$ cat src/rtl/nonce_pkg.sv
// Shared widths and FSM state type for the nonce result arbiter.
package nonce_pkg;

    localparam int unsigned NONCE_W   = 32;
    localparam int unsigned BIT_CNT_W = 5;

    typedef enum logic {IDLE, SHIFT} arb_state_t;

endpackage

$ cat src/rtl/rr_arbiter.sv
// Combinational round-robin picker: first request at or after ptr, wrapping.
module rr_arbiter #(
    parameter int unsigned N      = 4,
    parameter int unsigned CORE_W = $clog2(N)
) (
    input  logic [N-1:0]      req,
    input  logic [CORE_W-1:0] ptr,
    output logic              gnt_valid,
    output logic [CORE_W-1:0] gnt_idx
);

    logic [CORE_W-1:0] idx;

    always_comb begin
        gnt_valid = 1'b0;
        gnt_idx   = '0;
        idx       = '0;
        // Scan farthest offset first so the nearest request at/after ptr wins last.
        for (int i = N - 1; i >= 0; i--) begin
            idx = CORE_W'((int'(ptr) + i) % N);
            if (req[idx]) begin
                gnt_valid = 1'b1;
                gnt_idx   = idx;
            end
        end
    end

endmodule

$ cat src/rtl/nonce_result_arbiter.sv
// Per-core one-deep result slots, round-robin selection and a 32-bit
// LSB-first serial shifter under host readready flow control.
module nonce_result_arbiter
    import nonce_pkg::*;
#(
    parameter int unsigned NUM_CORES = 4,
    parameter int unsigned CORE_W    = $clog2(NUM_CORES)
) (
    input  logic                         clk,
    input  logic                         rst,
    input  logic [NUM_CORES-1:0]         core_valid,
    input  logic [NUM_CORES-1:0]         core_success,
    input  logic [NUM_CORES*NONCE_W-1:0] core_nonce,
    input  logic                         readready,
    output logic                         nonce_o,
    output logic                         nonce_valid_o,
    output logic [CORE_W-1:0]            core_id_o,
    output logic [NUM_CORES-1:0]         pending_o,
    output logic [NUM_CORES-1:0]         overflow_o
);

    arb_state_t            state_q;
    logic [NONCE_W-1:0]    shift_q;
    logic [BIT_CNT_W-1:0]  bit_cnt_q;
    logic [CORE_W-1:0]     core_id_q;
    logic [CORE_W-1:0]     rr_ptr_q;
    logic [NONCE_W-1:0]    slot_q [NUM_CORES];

    logic [NUM_CORES-1:0]  pending_q, pending_d;
    logic [NUM_CORES-1:0]  overflow_q, overflow_d;
    logic [NUM_CORES-1:0]  capture, slot_we, grant_oh;
    logic                  gnt_valid;
    logic [CORE_W-1:0]     gnt_idx;

    assign capture = core_valid & core_success;

    rr_arbiter #(
        .N      (NUM_CORES),
        .CORE_W (CORE_W)
    ) u_rr_arbiter (
        .req       (pending_q),
        .ptr       (rr_ptr_q),
        .gnt_valid (gnt_valid),
        .gnt_idx   (gnt_idx)
    );

    always_comb begin
        grant_oh = '0;
        if (state_q == IDLE && gnt_valid) begin
            grant_oh[gnt_idx] = 1'b1;
        end
    end

    // A slot being granted this edge has handed its value over, so it may refill.
    always_comb begin
        pending_d  = pending_q;
        overflow_d = overflow_q;
        slot_we    = '0;
        for (int i = 0; i < int'(NUM_CORES); i++) begin
            if (capture[i] && (!pending_q[i] || grant_oh[i])) begin
                slot_we[i]   = 1'b1;
                pending_d[i] = 1'b1;
            end else if (capture[i]) begin
                overflow_d[i] = 1'b1;
            end else if (grant_oh[i]) begin
                pending_d[i] = 1'b0;
            end
        end
    end

    always_ff @(posedge clk) begin
        if (rst) begin
            pending_q  <= '0;
            overflow_q <= '0;
            for (int i = 0; i < int'(NUM_CORES); i++) begin
                slot_q[i] <= '0;
            end
        end else begin
            pending_q  <= pending_d;
            overflow_q <= overflow_d;
            for (int i = 0; i < int'(NUM_CORES); i++) begin
                if (slot_we[i]) begin
                    slot_q[i] <= core_nonce[i*NONCE_W +: NONCE_W];
                end
            end
        end
    end

    always_ff @(posedge clk) begin
        if (rst) begin
            state_q   <= IDLE;
            shift_q   <= '0;
            bit_cnt_q <= '0;
            core_id_q <= '0;
            rr_ptr_q  <= '0;
        end else begin
            case (state_q)
                IDLE: begin
                    if (gnt_valid) begin
                        shift_q   <= slot_q[gnt_idx];
                        core_id_q <= gnt_idx;
                        rr_ptr_q  <= (gnt_idx == CORE_W'(NUM_CORES - 1)) ? '0 : gnt_idx + 1'b1;
                        bit_cnt_q <= '0;
                        state_q   <= SHIFT;
                    end
                end
                SHIFT: begin
                    if (readready) begin
                        shift_q   <= {1'b0, shift_q[NONCE_W-1:1]};
                        bit_cnt_q <= bit_cnt_q + 1'b1;
                        if (bit_cnt_q == BIT_CNT_W'(NONCE_W - 1)) begin
                            state_q <= IDLE;
                        end
                    end
                end
                default: state_q <= IDLE;
            endcase
        end
    end

    assign nonce_o       = shift_q[0];
    assign nonce_valid_o = (state_q == SHIFT) && readready;
    assign core_id_o     = core_id_q;
    assign pending_o     = pending_q;
    assign overflow_o    = overflow_q;

endmodule

$ cat config.mk
export PLATFORM = sky130hd
export DESIGN_NAME = nonce_result_arbiter
export DESIGN_NICKNAME = d
export VERILOG_FILES = /design/src/rtl/nonce_pkg.sv /design/src/rtl/rr_arbiter.sv /design/src/rtl/nonce_result_arbiter.sv
export SDC_FILE = /design/constraint.sdc
export NUM_CORES = 1
export LEC_CHECK = 0
export BUFFER_PORTS_ARGS = -buffer_cell sky130_fd_sc_hd__buf_2
export CORE_ASPECT_RATIO = 1.4
export CORE_MARGIN = 8
export CORE_UTILIZATION = 55
export CTS_BUF_LIST = sky130_fd_sc_hd__clkbuf_8
export DETAILED_ROUTE_END_ITERATION = 10
export HOLD_SLACK_MARGIN = 0.02
export PLACE_DENSITY_LB_ADDON = 0.12
export SLEW_MARGIN = 5
export SYNTH_ARGS = -nofsm -noshare
export SYNTH_HDL_FRONTEND = slang
export SYNTH_SLANG_ARGS = --single-unit
$ cat constraint.sdc
create_clock -name clk -period 5.5 [get_ports clk]
set_clock_uncertainty 0.2 [all_clocks]
set_input_delay 0.825 -clock clk [delete_from_list [all_inputs] [get_ports clk]]
set_output_delay 0.825 -clock clk [all_outputs]
set_load 0.05 [all_outputs]
Word-level counts from Yosys, hierarchy flattened
Memory sizes are Yosys's and may differ from the RTL's.
Cells that the tools add are included.
Word-level totals
  bits in registers: 50
  memory bits (writable): 128
  input port bits: 139
  output and inout port bits: 12
  logic and storage cells: 136
  memories: 1
Cells by class
  add/sub/neg operators: 5
  order comparisons: 6
  eq/ne operators: 8
  multiplexer cells: 64
  bitwise gates (word level): 10
  reduce and logical (&&, ||, !) cells: 29
Memory list
  slot_q: words 4, bits a word 32, rd ports 1, clocked after Yosys merged registers in 0, write ports 4, line nonce_result_arbiter.sv:27  | logic [NONCE_W-1:0] slot_q [NUM_CORES];
Operators with widths (count)
  $mux W32: 6
  $pmux W32 S2: 1
  $mux W1: 42
  $reduce_and A2 Y1: 10
  $lt A2 B3 Y1 const B: 5
  $mux W2: 5
  $mux W5: 2
  $pmux W5 S2: 1
  $bmux W1 S2: 4
  $ne A2 B1 Y1 const B: 4
  $reduce_bool A2 Y1: 4
  $logic_and A1 B1 Y1: 7
  $add A5 B1 Y5 const B: 1
  $eq A5 B5 Y1 const B: 1
  $not A1 Y1: 5
  $add A2 B1 Y2 const B: 2
  $add A2 B2 Y2 const B: 2
  $and A4 B4 Y4: 1
  $logic_not A1 Y1: 4
  $logic_or A1 B1 Y1: 4
  $mux W4: 1
  $ne A2 B2 Y1 const B: 2
  $or A1 B1 Y1: 4
  $demux W1 S2: 1
  3 further kinds: 3

Logic depth before layout (Yosys ltp)
  word-level depth: 19
  depth in mapped cells: 11
  gate-level depth less buffers: 10

Hierarchy
A second synthesis with hierarchy kept.
Second synthesis, totals
  cells, all modules: 633
  area total of the unflattened synthesis: 8197.9 µm²
By module, submodules not included
  nonce_result_arbiter: instances 1, cells each 620, area an instance 8120.3 µm², seq. area each 4844.6 µm²
  rr_arbiter: instances 1, cells each 13, area an instance 77.6 µm², seq. area each 0.0 µm²

Worst setup path after synthesis
Ideal clock, no wire load.
  path kind: reg2reg
  start: reg pending_q[1], in the netlist pending_o[1]
  end: mem slot_q[2][0] (enable)
  data arrival time: 3.297 ns
  required time: 4.872 ns
  path slack: 1.575 ns
  stages on the path, launching flop included: 8
  cells stage by stage: dfxtp_1 mux2i_1 a221oi_4 or2_1 buf_4 o21a_4 buf_6 o21bai_1
RTL lines
  from (decl): line nonce_result_arbiter.sv:29  | logic [NUM_CORES-1:0] pending_q, pending_d;
  from (signal assigned): line nonce_result_arbiter.sv:79  | pending_q <= pending_d;
  to (decl): line nonce_result_arbiter.sv:27

==> results.ini <==
[run_status]
status = finished clean

[sta]
drv_slew = 0
setup_tns_ps = 0
slew-limit-headroom_pct = 24.71
hold_viol_final = 0
timing.final.crit_share_pct = 66.65
worstMarginPinSlew_ps = 1129
rsz0062_at_grt = false
setup_viol = 0
max_freq_mhz = 272.8
period_needed_ps = 3666

[critical_path]
arrival_ps = 3580
rr_worst_depth = 11
path_class = flip-flop to flip-flop
required_ps = 5410
start_kind = flip-flop
r2r-start = pending_o[2]
reg2reg_slack_ps = 1830
endpoint_kind = flip-flop
worstPathMaxFanout = 66
rr_endpoint = slot_q[3][5]

[drt]
route.detailed.drc = 0
viasPerCell = 5.843
drtIter0Drc = 460
vias = 6264
wl_per_cell_um = 20.02
dr.pass1.iters = 5
wl_um = 21460
ant_nets = 0

[grt]
grt_max_degree = 67
grt_pass1_wl_um = 33150
gr-total-overflow = 0
antenna_found_initial = 0
grt_pass1_vias = 6503
grt_usage_pct = 21.76

[layout]
nNetsFinal = 1005
antenna_cells = 0
layout.cells.non_filler = 1072
area_delta_synth_final_pct = 13.75
drive_gt1_share_pct = 30.25
postLayoutCellArea_um2 = 9707

[min_path]
hold_path_end = core_id_o[1]
holdCritPathClass = flip-flop to flip-flop
whs_path_depth = 2
min_from = core_id_o[1]

[power]
clock_power_share_pct = 31.8
p_int_uw = 2320
p_sw_share_pct = 28.10
leakage_uw = 0.003577
p_sw_uw = 906.7
vdd_drop_max_v = 0.0002267
seqPwrFrac_pct = 49.8
share_comb_of_total_power_pct = 18.4
power_uw = 3226
power.density_nw_per_um2 = 332.4

[floorplanning]
row_count = 54
die_x_um = 121.3
io_pins = 151
design.die.area_um2 = 19810
start_util_pct = 55.39
core_um2 = 15400
dieHeight_um = 163.4

[cts]
htree_levels = 4
cts_hold_buf = 0
clock-root-buffer = clkbuf_8
cts_buffers = 17
ctsResizeCount = 0
cts.sink_count = 178
clk-insertion-delay-late_ps = 460
cts_buffer_depth = 2
cts_post_setup_buffers_inserted = 0
cts_tree = built
clkSlewWorstSetupHoldPaths_ps = 90

[placed_design]
routabilityCongestion = 0.8916
dp.cells = 1040
placed_cell_area_um2 = 9248
portBuffers = 150
dp_hpwl_um = 15010

[yosys]
synthTopCellsByCount = edfxtp_1 (128), and2_1 (96), o21ai_0 (96)
synth_warnings = 0
synth_seq_area_share_pct = 56.77
synth_most_common_cell = edfxtp_1
synth-seq-cells = 178
ys_types = 48
synth_top_area_share_pct = 45.04
syn_area_um2 = 8533
synth_area_leader_cell = edfxtp_1
synth.area.top_cells = edfxtp_1 (45%), dfxtp_1 (12%), and2_1 (7.0%), o21ai_0 (5.6%), a311oi_2 (5.1%)
synth_flop_cell = edfxtp_1
syn_nets = 897
synth_edf_count = 128
async_flop_share_pct = 0
syn_avg_cell_area_um2 = 11.30
syn_inst = 755

[run]
drv_cap = 0

state kept, by name (all words and copies together) (netlist names):
name        count
shift_q        32
slot_q        128
state_q         1
core_id_o       2
bit_cnt_q       5
pending_o       4
overflow_o      4
rr_ptr_q        2
power groups by stage:
stage	Clock [µW]	Combinational (µW)	Sequential [µW]
after CTS	1040	599	1600
after detailed placement	0	596	1630
after global placement	0	582	1630
final	1030	594	1610
after floorplan	0	429	1640
after global routing	1090	646	1620
through the flow:
stage / worst slack (ps) / hold slack, ps / util [%]
6_report: 1834 / 255.6 / 63.01
5_1_grt: 1577 / 275.1 / 63.01
4_1_cts: 1832 / 256.8 / 63.01
3_5_place_dp: 1842 / 243.9 / 60.03
3_3_place_gp: 2022 / 246.7 / 60.03
2_1_floorplan: 1575 / 252.2 / -
placed cells by master (no fill, tap or decap), types with 2 or more instances in the layout:
cell type / instances
or2_2: 3
bufinv_16: 5
mux2i_1: 2
buf_4: 9
nand2b_1: 2
a21oi_1: 9
clkbuf_8: 18
dfxtp_1: 50
nor3_1: 3
edfxtp_1: 128
o21ai_4: 2
buf_2: 150
a211o_1: 2
ha_1: 3
clkinvlp_4: 3
nor3b_1: 32
nand3_1: 67
and3_1: 2
a311oi_1: 2
inv_1: 9
xor2_1: 2
and2_1: 96
a31o_2: 33
o22ai_1: 3
o21ai_0: 96
nor2_1: 41
a21o_1: 31
clkinv_4: 2
nand2_1: 20
a311oi_2: 29
metal layers:
metal  part of all wire [%]  up-vias  track usage, %  wire length [µm]
met5                      0        -               0                 0
met4                    4.2        0           11.76               911
met3                    3.7       57           4.462               791
met2                     56      173           40.74             11930
met1                     36     3048           21.94              7828
li1                       -     2986               -                 -
worst max-delay path by stage:
| stage | slack (ps) | cells past startpoint | start | endpoint |
|---|---|---|---|---|
| after floorplan | 1580 | 7 | pending_o[1] | slot_q[2][0] |
| after global placement | 2020 | 11 | pending_o[2] | slot_q[3][14] |
| after detailed placement | 1840 | 11 | pending_o[2] | slot_q[3][13] |
| after CTS | 1830 | 11 | pending_o[2] | slot_q[3][5] |
| after global routing | 1580 | 11 | pending_o[2] | slot_q[3][29] |
| final | 1830 | 11 | pending_o[2] | slot_q[3][5] |
cell families (layout without fill, tap and decap cells):
kind of cell	after synthesis	in the layout	synth area share (%)
AO/OA/AOI/OAI	219	219	19.84
XOR/XNOR	2	2	0.2053
adder cells (fa/ha/maj)	3	3	0.4399
buffers and inverters	78	199	4.677
flip-flops	178	178	56.77
multiplexers	3	3	0.3666
AND/OR/NAND/NOR	272	272	17.70
cell type report:
type                    count  area, µm²
fillers                  1282       5698
flip-flops and latches    178       4845
multi-input cells         499       3309
repair buffers            159      818.3
clock buffers              18      247.7
well taps                 196      245.2
clock inverters            14      211.5
inverters                   8      30.03
critical path, stage by stage, from the launching register on:
cell and delay, ps:
dfxtp_1 480, a21boi_0 430, o21a_2 180, buf_4 530, nand2_1 230, inv_1 140, ha_1 150, inv_1 40
o21ai_0 300, nand3_1 160, nand2b_1 100, buf_4 370
No activity file was read; power rests on OpenSTA's default activity.
